===== config.mk =====
export PLATFORM = sky130hd
export DESIGN_NAME = receive
export DESIGN_NICKNAME = d
export VERILOG_FILES = /design/src/rtl/receive.sv
export SDC_FILE = /design/constraint.sdc
export NUM_CORES = 1
export LEC_CHECK = 0
export CAP_MARGIN = 5
export CORE_UTILIZATION = 40
export DETAILED_ROUTE_END_ITERATION = 12
export GPL_ROUTABILITY_DRIVEN = 1
export PLACE_DENSITY = 0.8
export SYNTH_ARGS = -nofsm -noshare
export SYNTH_HDL_FRONTEND = slang
export SYNTH_SLANG_ARGS = --single-unit

===== constraint.sdc =====
create_clock -name clk -period 1.7 [get_ports clk]
set_input_delay 0.34 -clock clk [delete_from_list [all_inputs] [get_ports clk]]
set_output_delay 0.34 -clock clk [all_outputs]
set_load 0.005 [all_outputs]

===== src/rtl/receive.sv =====
// Receive-side unpacker: loads a block of NBYTES bytes in one cycle and pops it out
// one byte per read strobe, oldest first. Optional feature: RECEIVE_OVERWRITE_EN.
module receive #(
  parameter  int NBYTES = 16,
  localparam int CW     = $clog2(NBYTES + 1)
) (
  input  logic                clk,
  input  logic                reset,
  input  logic [8*NBYTES-1:0] a,
  input  logic                load,
  input  logic                rd,
  output logic [7:0]          dataout,
  output logic                rbneout,
  output logic                rbfout,
  output logic [CW-1:0]       countout,
  output logic                ovf,
  output logic                udf
);

  typedef enum logic [1:0] {
    EMPTY,
    FULL,
    DRAIN
  } state_e;

  state_e              state_q, state_d;
  logic [8*NBYTES-1:0] buf_q, buf_d;
  logic [CW-1:0]       count_q, count_d;
  logic                ovf_q, ovf_d;
  logic                udf_q, udf_d;

  logic                last_byte;
  logic [8*NBYTES-1:0] buf_popped;
  logic [CW-1:0]       count_popped;
  state_e              state_popped;

  // Pop result: head byte leaves, zero fill enters at the bottom.
  assign last_byte    = (count_q == CW'(1));
  assign buf_popped   = buf_q << 8;
  assign count_popped = count_q - CW'(1);
  assign state_popped = last_byte ? EMPTY : DRAIN;

  // NOTE: every next-state variable gets its hold value first, so no path leaves
  // one unassigned and no latch is inferred.
  always_comb begin
    state_d = state_q;
    buf_d   = buf_q;
    count_d = count_q;
    ovf_d   = ovf_q;
    udf_d   = udf_q;

    if (state_q == EMPTY) begin
      if (rd) begin
        udf_d = 1'b1;
      end
      if (load) begin
        buf_d   = a;
        count_d = CW'(NBYTES);
        state_d = FULL;
      end
    end else if (load && rd && last_byte) begin
      // The final pop and the next block meet in the same cycle: seamless chain.
      buf_d   = a;
      count_d = CW'(NBYTES);
      state_d = FULL;
    end else if (load) begin
      ovf_d = 1'b1;
`ifdef RECEIVE_OVERWRITE_EN
      buf_d   = a;
      count_d = CW'(NBYTES);
      state_d = FULL;
`else
      if (rd) begin
        buf_d   = buf_popped;
        count_d = count_popped;
        state_d = state_popped;
      end
`endif
    end else if (rd) begin
      buf_d   = buf_popped;
      count_d = count_popped;
      state_d = state_popped;
    end
  end

  // NOTE: sequential state uses non-blocking assignments so every register samples
  // the pre-edge values; reset is synchronous and takes priority over load/rd.
  always_ff @(posedge clk) begin
    if (reset) begin
      state_q <= EMPTY;
      buf_q   <= '0;
      count_q <= '0;
      ovf_q   <= 1'b0;
      udf_q   <= 1'b0;
    end else begin
      state_q <= state_d;
      buf_q   <= buf_d;
      count_q <= count_d;
      ovf_q   <= ovf_d;
      udf_q   <= udf_d;
    end
  end

  assign dataout  = buf_q[8*NBYTES-1 -: 8];
  assign rbneout  = (count_q != '0);
  assign rbfout   = (count_q == CW'(NBYTES));
  assign countout = count_q;
  assign ovf      = ovf_q;
  assign udf      = udf_q;

endmodule

==> results of run 1 <==
stage by stage:
step,instances,instance area [um^2],power [mW]
after floorplan,754,6380,5.57
after global placement,1065,8170,6.48
after detailed placement,1065,8170,6.54
after CTS,1102,8860,9.99
after global routing,1127,9660,11.0
final,1127,9660,10.6
cells by family (layout without fill, tap and decap cells):
family | Yosys count | after routing | synth area share (%)
adder cells (fa/ha/maj) | 3 | 3 | 0.589
AO/OA/AOI/OAI | 264 | 264 | 33.2
buffers and inverters | 81 | 243 | 6.42
XOR/XNOR | 3 | 3 | 0.412
flip-flops | 137 | 137 | 43.0
AND/OR/NAND/NOR | 266 | 266 | 16.4
cell usage in the layout, fill, tap and decap left out, types with 2 or more instances in the layout:
cell type,synthesis,layout
a211oi_1,31,4
a22oi_1,9,9
dfxtp_1,137,134
buf_4,13,20
clkbuf_8,0,2
inv_1,3,2
clkinv_2,0,3
clkdlybuf4s50_1,0,141
dlygate4sd2_1,0,4
nor2_1,132,132
a21oi_1,127,123
nand2_1,121,75
clkbuf_1,19,6
buf_6,1,8
buf_2,39,2
xor2_1,3,3
ha_4,0,2
a211oi_2,89,116
dfxtp_2,0,2
a21oi_2,0,4
buf_16,0,2
buf_12,0,19
nand2_4,0,16
clkbuf_16,0,31
nor3_1,3,3
o21ai_0,2,2
nand2_2,0,30
where the power goes:
group          switching, mW  internal [mW]  leakage [nW]
combinational           1.72           1.60          2.38
sequential             0.264           3.64          1.14
clock                   1.32           2.05         0.257
total                   3.31           7.29          3.77
sequential cells by signal, indices dropped and copies added (netlist names):
| signal | count |
|---|---|
| ovf | 1 |
| state_q | 2 |
| udf | 1 |
| countout | 5 |
| buf_q | 128 |
worst min-delay path by stage:
stage / end / from / cells after the start / slack (ps)
final: ovf / reset / 2 / 300
after detailed placement: udf / udf / 2 / 460
after CTS: ovf / reset / 2 / 280
after floorplan: ovf / ovf / 2 / 460
after global routing: ovf / reset / 2 / 310
after global placement: udf / udf / 2 / 450
repair_timing:
action,CTS,global route
gates cloned,3,19
gates resized for setup,29,93
buffers inserted,5,7
setup endpoints to repair,122,118
pin swaps,7,34
final cells by class:
type / instances / area (um^2)
inverter: 3 / 11.3
fill: 1223 / 5710
clock inverter: 4 / 45.0
sequential: 137 / 2750
tap: 211 / 264
timing repair buffer: 211 / 2500
multi-input combinational: 536 / 3620
clock buffer: 25 / 475
critical path, cell delays in order:
cell	delay (ps)
clkdlybuf4s50_1	570
and4b_4	300
buf_6	110
a21o_4	150
buf_12	160
clkbuf_16	160
nand2_1	70
a211oi_1	240
metal layers:
| layer | GRT usage (%) | vias up |
|---|---|---|
| li1 | - | 2937 |
| met1 | 26.5 | 2847 |
| met2 | 35.8 | 221 |
| met3 | 4.38 | 42 |
| met4 | 8.24 | 0 |
| met5 | 0 | - |
==> run metrics, run 1 <==
Netlist cell types 31; All-Layer GR Usage 21.2%; top_reg_cell synth dfxtp_1; WL final 20.1 mm; clk slew on worst S/H paths 60 ps; power per cell area 1100 nW/um^2; Die X 128 um; EDFF count, synth 0; Crit path required time 2030 ps; IO Port Bufs 148; initial DRC count 443; most frequent cell after synthesis dfxtp_1; synth-to-layout area growth 51.4%; Peak VDD IR 0.759 mV; worst-path maximum fanout 7; failing checks setup timing; first-pass GRT wire length 27.5 mm; clk root buf clkbuf_16; Max-Cap Viols 0; CP Capture Type flop; Setup Skew 11.4 ps; Longest Clk Path Bufs 2; vias after detailed routing 6,047; met3 WL 1.04 mm; pre-CTS setup slack -371 ps; Reg-to-Reg Start countout[1]; Critical Setup Path Class in2reg; top-area cell type share of the netlist area 43.0%; grt total ovfl 0; Period minus WS final 1770 ps; initial antenna violation count 0; CTS tree built; H-tree levels 4; cts bufs inserted 17; Seq cells post-synth 137; syn nets 889; RSZ-0062 raised after global routing true; most instantiated cells after synthesis dfxtp_1 (137), nor2_1 (132), a21oi_1 (127), nand2_1 (121), a211oi_2 (89); setup_tns -546 ps; WL per Instance 17.8 um; Worst Path Arrival 2100 ps; die area 16,500 um^2; share of layout cells above drive strength 1 29.4%; Core Util, Final 62.8%; Post-synth ARST share 0%; fin nets 1,041; Final ANT Viol Nets 0; Slew headroom 71.2%; num rows 45; Critical Path End buf_q[111]; Highest Clock Rate 565 MHz; HP Class in2reg; Synth area leaders dfxtp_1 (43%), a211oi_2 (17%), a21oi_1 (10%), nor2_1 (7.8%), nand2_1 (7.1%); CP Launch Type input pin; setup slack after layout -70.3 ps; die height 128 um; minimum hold slack 299 ps; met2 WL 9.71 mm; Worst Tran Pin Value 433 ps; cell taking the most area after synthesis dfxtp_1; Crit. Startpoint rd; fin crit share 104%; Clock Latency Late Sink 430 ps; via-per-instance ratio 5.37; Setup-failing EPs final 46; status finished, violations left; Placeable Area 15,400 um^2; routed metal-1 wirelength 8.73 mm; Mapped Cells 754; post-DP HPWL 11.0 mm; clock tree sinks 137; ANT cells 0; global placement routability congestion 0.797; R2R Setup Slk -70 ps; CTS Hold Bufs 0; Max Used Layer met4; drt pass-1 iters 5; post-synthesis cell area 6380 um^2; final hold violations 0; initial core utilization 41.5%; vias in the first global route 5,616; Avg Cell Area, Syn 8.46 um^2; Seq/Total Area, Yosys 43.0%; Residual DRC 0; R2R Path End buf_q[111]; max-slew violations 0; Leak 3.77 nW; pin count of the biggest net entering global routing 55; Top-Level Pins 149; Ys Warns 0; cells on worst reg2reg path 8
Power figures use the tool's default switching activity.
==> run 2, diff against run 1 <==
--- a/config.mk
+++ b/config.mk
@@ -5,11 +5,12 @@
 export SDC_FILE = /design/constraint.sdc
 export NUM_CORES = 1
 export LEC_CHECK = 0
+export ABC_AREA = 1
 export CAP_MARGIN = 5
 export CORE_UTILIZATION = 40
 export DETAILED_ROUTE_END_ITERATION = 12
 export GPL_ROUTABILITY_DRIVEN = 1
-export PLACE_DENSITY = 0.8
+export PLACE_DENSITY = 0.79
 export SYNTH_ARGS = -nofsm -noshare
 export SYNTH_HDL_FRONTEND = slang
 export SYNTH_SLANG_ARGS = --single-unit
==> run 2 against run 1 <==
  * Largest power group is now the clock network
  * First-iteration DRC count grew 9.7%
  * Area after synthesis up 11%
  * The flow now finishes without violations
  * Clock power grew 24%
  * Critical path type is now reg2reg
  * Clock skew fell by 3.6 ps
==> run metrics, run 2 <==
Synth area leaders dfxtp_1 (39%), nor2_1 (13%), a21boi_0 (10%), nand3_1 (8.8%), o21ai_0 (8.5%); EDFF count, synth 0; Post-synth ARST share 0%; pin count of the biggest net entering global routing 73; Worst Path Arrival 2000 ps; GR Util met1 26.4%; Peak VDD IR 0.686 mV; initial core utilization 41.0%; Top reg by flops buf_q; vias after detailed routing 7,211; clock tree sinks 137; CTS tree built; Placeable Area 17,300 um^2; initial DRC count 486; Longest Clk Path Bufs 2; Avg Cell Area, Syn 6.84 um^2; CTS Hold Bufs 0; worst-path maximum fanout 8; WL final 20.0 mm; Residual DRC 0; Setup Skew 7.75 ps; Pwr Total 10.8 mW; fin nets 1,301; initial antenna violation count 1; post-synthesis cell area 7100 um^2; status complete, no violations; met3 Use GR 4.45%; WL per Instance 14.2 um; H-tree levels 4; die height 135 um; Setup-failing EPs final 0; global placement routability congestion 0.829; Slew headroom 70.8%; All-Layer GR Usage 20.5%; Mapped Cells 1,037; cts bufs inserted 17; commonest cells after routing, fill and taps aside nor2_1 (245), nand2_1 (145), clkdlybuf4s50_1 (144), dfxtp_1 (132), nand3_1 (121); HP Class reg2reg; power per cell area 1080 nW/um^2; grt total ovfl 0; most frequent cell after synthesis nor2_1; synth-to-layout area growth 41.5%; Crit. Startpoint countout[1]; Highest Clock Rate 591 MHz; Final ANT Viol Nets 0; Period minus WS final 1690 ps; most common cell after layout, fill and taps aside nor2_1; top-area cell type share of the netlist area 38.6%; Critical Setup Path Class reg2reg; met2 GRT Util 33.2%; Leak 4.13 nW; num rows 48; vias in the first global route 6,418; clk root buf clkbuf_16; final hold violations 0; die area 18,300 um^2; Worst Tran Pin Value 438 ps; post-DP HPWL 12.6 mm; R2R Path End buf_q[83]; pre-CTS setup slack -288 ps; Max stage delay on crit path 320 ps; Clock Latency Late Sink 410 ps; Die X 135 um; Seq cells post-synth 137; CP max-delay cell dfxtp_2; cell taking the most area after synthesis dfxtp_1; R2R Setup Slk 9 ps; Ys Warns 0; share of layout cells above drive strength 1 10.7%; multi-input logic area 3900 um^2; most instantiated cells after synthesis nor2_1 (248), nand2_1 (148), dfxtp_1 (137), nand3_1 (125), o21ai_0 (121); clk slew on worst S/H paths 60 ps; drt pass-1 iters 5; RSZ-0062 raised after global routing true; CP Capture Type flop; Max-Cap Viols 0; Seq/Total Area, Yosys 38.6%; CP Launch Type flop; IO Port Bufs 148; fill count 1,605; hold path depth 2; Crit path required time 2000 ps; setup slack after layout 8.52 ps; top_reg_cell synth dfxtp_1; syn nets 1,172; cells on worst reg2reg path 12; fin crit share 99.5%; GR peak layer met2; Critical Path End buf_q[83]; max reg flops 128; via-per-instance ratio 5.14; FF+latch area 2750 um^2; critical path, cell by cell inv_2 > ha_4 > inv_2 > nor2_4 > nand4_4 > buf_12 > clkbuf_16 > buf_6 > nand3_1 > nand2_1 > nor2_1 > nor2_1; Reg-to-Reg Start countout[1]; Top-Level Pins 149; max-slew violations 0; first-pass GRT wire length 30.1 mm; Netlist cell types 26; Core Util, Final 58.1%
[run 2: worst max-delay path, delay by kind of cell, from the launching register on]
kind,cells,cell delay [ps]
flops,1,320
simple gates,6,530
buf+inv,5,590
fa+ha+maj,1,130
[run 2: cell type report]
cell class,count,share of cell area [%]
diodes,1,0.0249
multi-input cells,787,38.9
repair buffers,211,23.8
flip-flops and latches,137,27.4
inverters,12,0.536
well taps,225,2.80
clock inverters,12,2.22
clock buffers,19,4.41
[run 2: stage by stage]
step | hold WS (ps) | setup TNS, ps | instances | cell area, um^2
after detailed placement | 451 | -29520 | 1362 | 9040
after floorplan | 409 | 0 | 1037 | 7100
after global routing | 472 | -498 | 1403 | 10000
after CTS | 458 | 0 | 1393 | 9720
final | 456 | 0 | 1404 | 10000
after global placement | 439 | -22230 | 1362 | 9040
[run 2: power breakdown]
group	leakage (nW)	internal [mW]	switching (mW)
clock	0.319	2.78	1.41
sequential	1.14	3.67	0.241
combinational	2.67	1.30	1.40
[run 2: cells by family (layout without fill, tap and decap cells)]
| kind of cell | Yosys count | after routing | synth area share (%) |
|---|---|---|---|
| other | 0 | 1 | 0 |
| buffers and inverters | 113 | 254 | 7.70 |
| and+or+nand+nor | 528 | 528 | 30.7 |
| DFF | 137 | 137 | 38.6 |
| AOI/OAI and AO/OA | 254 | 254 | 22.2 |
| adders and majority gates | 3 | 3 | 0.529 |
| xor gates and xnor gates | 2 | 2 | 0.247 |
[run 2: timing repair]
| action | CTS | global route |
|---|---|---|
| resized for setup | 18 | 61 |
| setup endpoints to repair | 35 | 109 |
| buffers inserted | 0 | 4 |
| pin swaps | 2 | 14 |
| gates cloned | 0 | 6 |
[run 2: worst min-delay path by stage]
stage               startpoint           to  slack [ps]
floorplan                reset  countout[0]         410
global placement           ovf          ovf         440
detailed placement         ovf          ovf         450
CTS                        ovf          ovf         460
global route               ovf          ovf         470
finish                     ovf          ovf         460
[run 2: layer usage]
metal  routed length [um]  vias up
met5                    0        -
met4                  434        0
met3                 1010       30
met2                 9610      193
met1                 8910     3293
li1                     -     3695
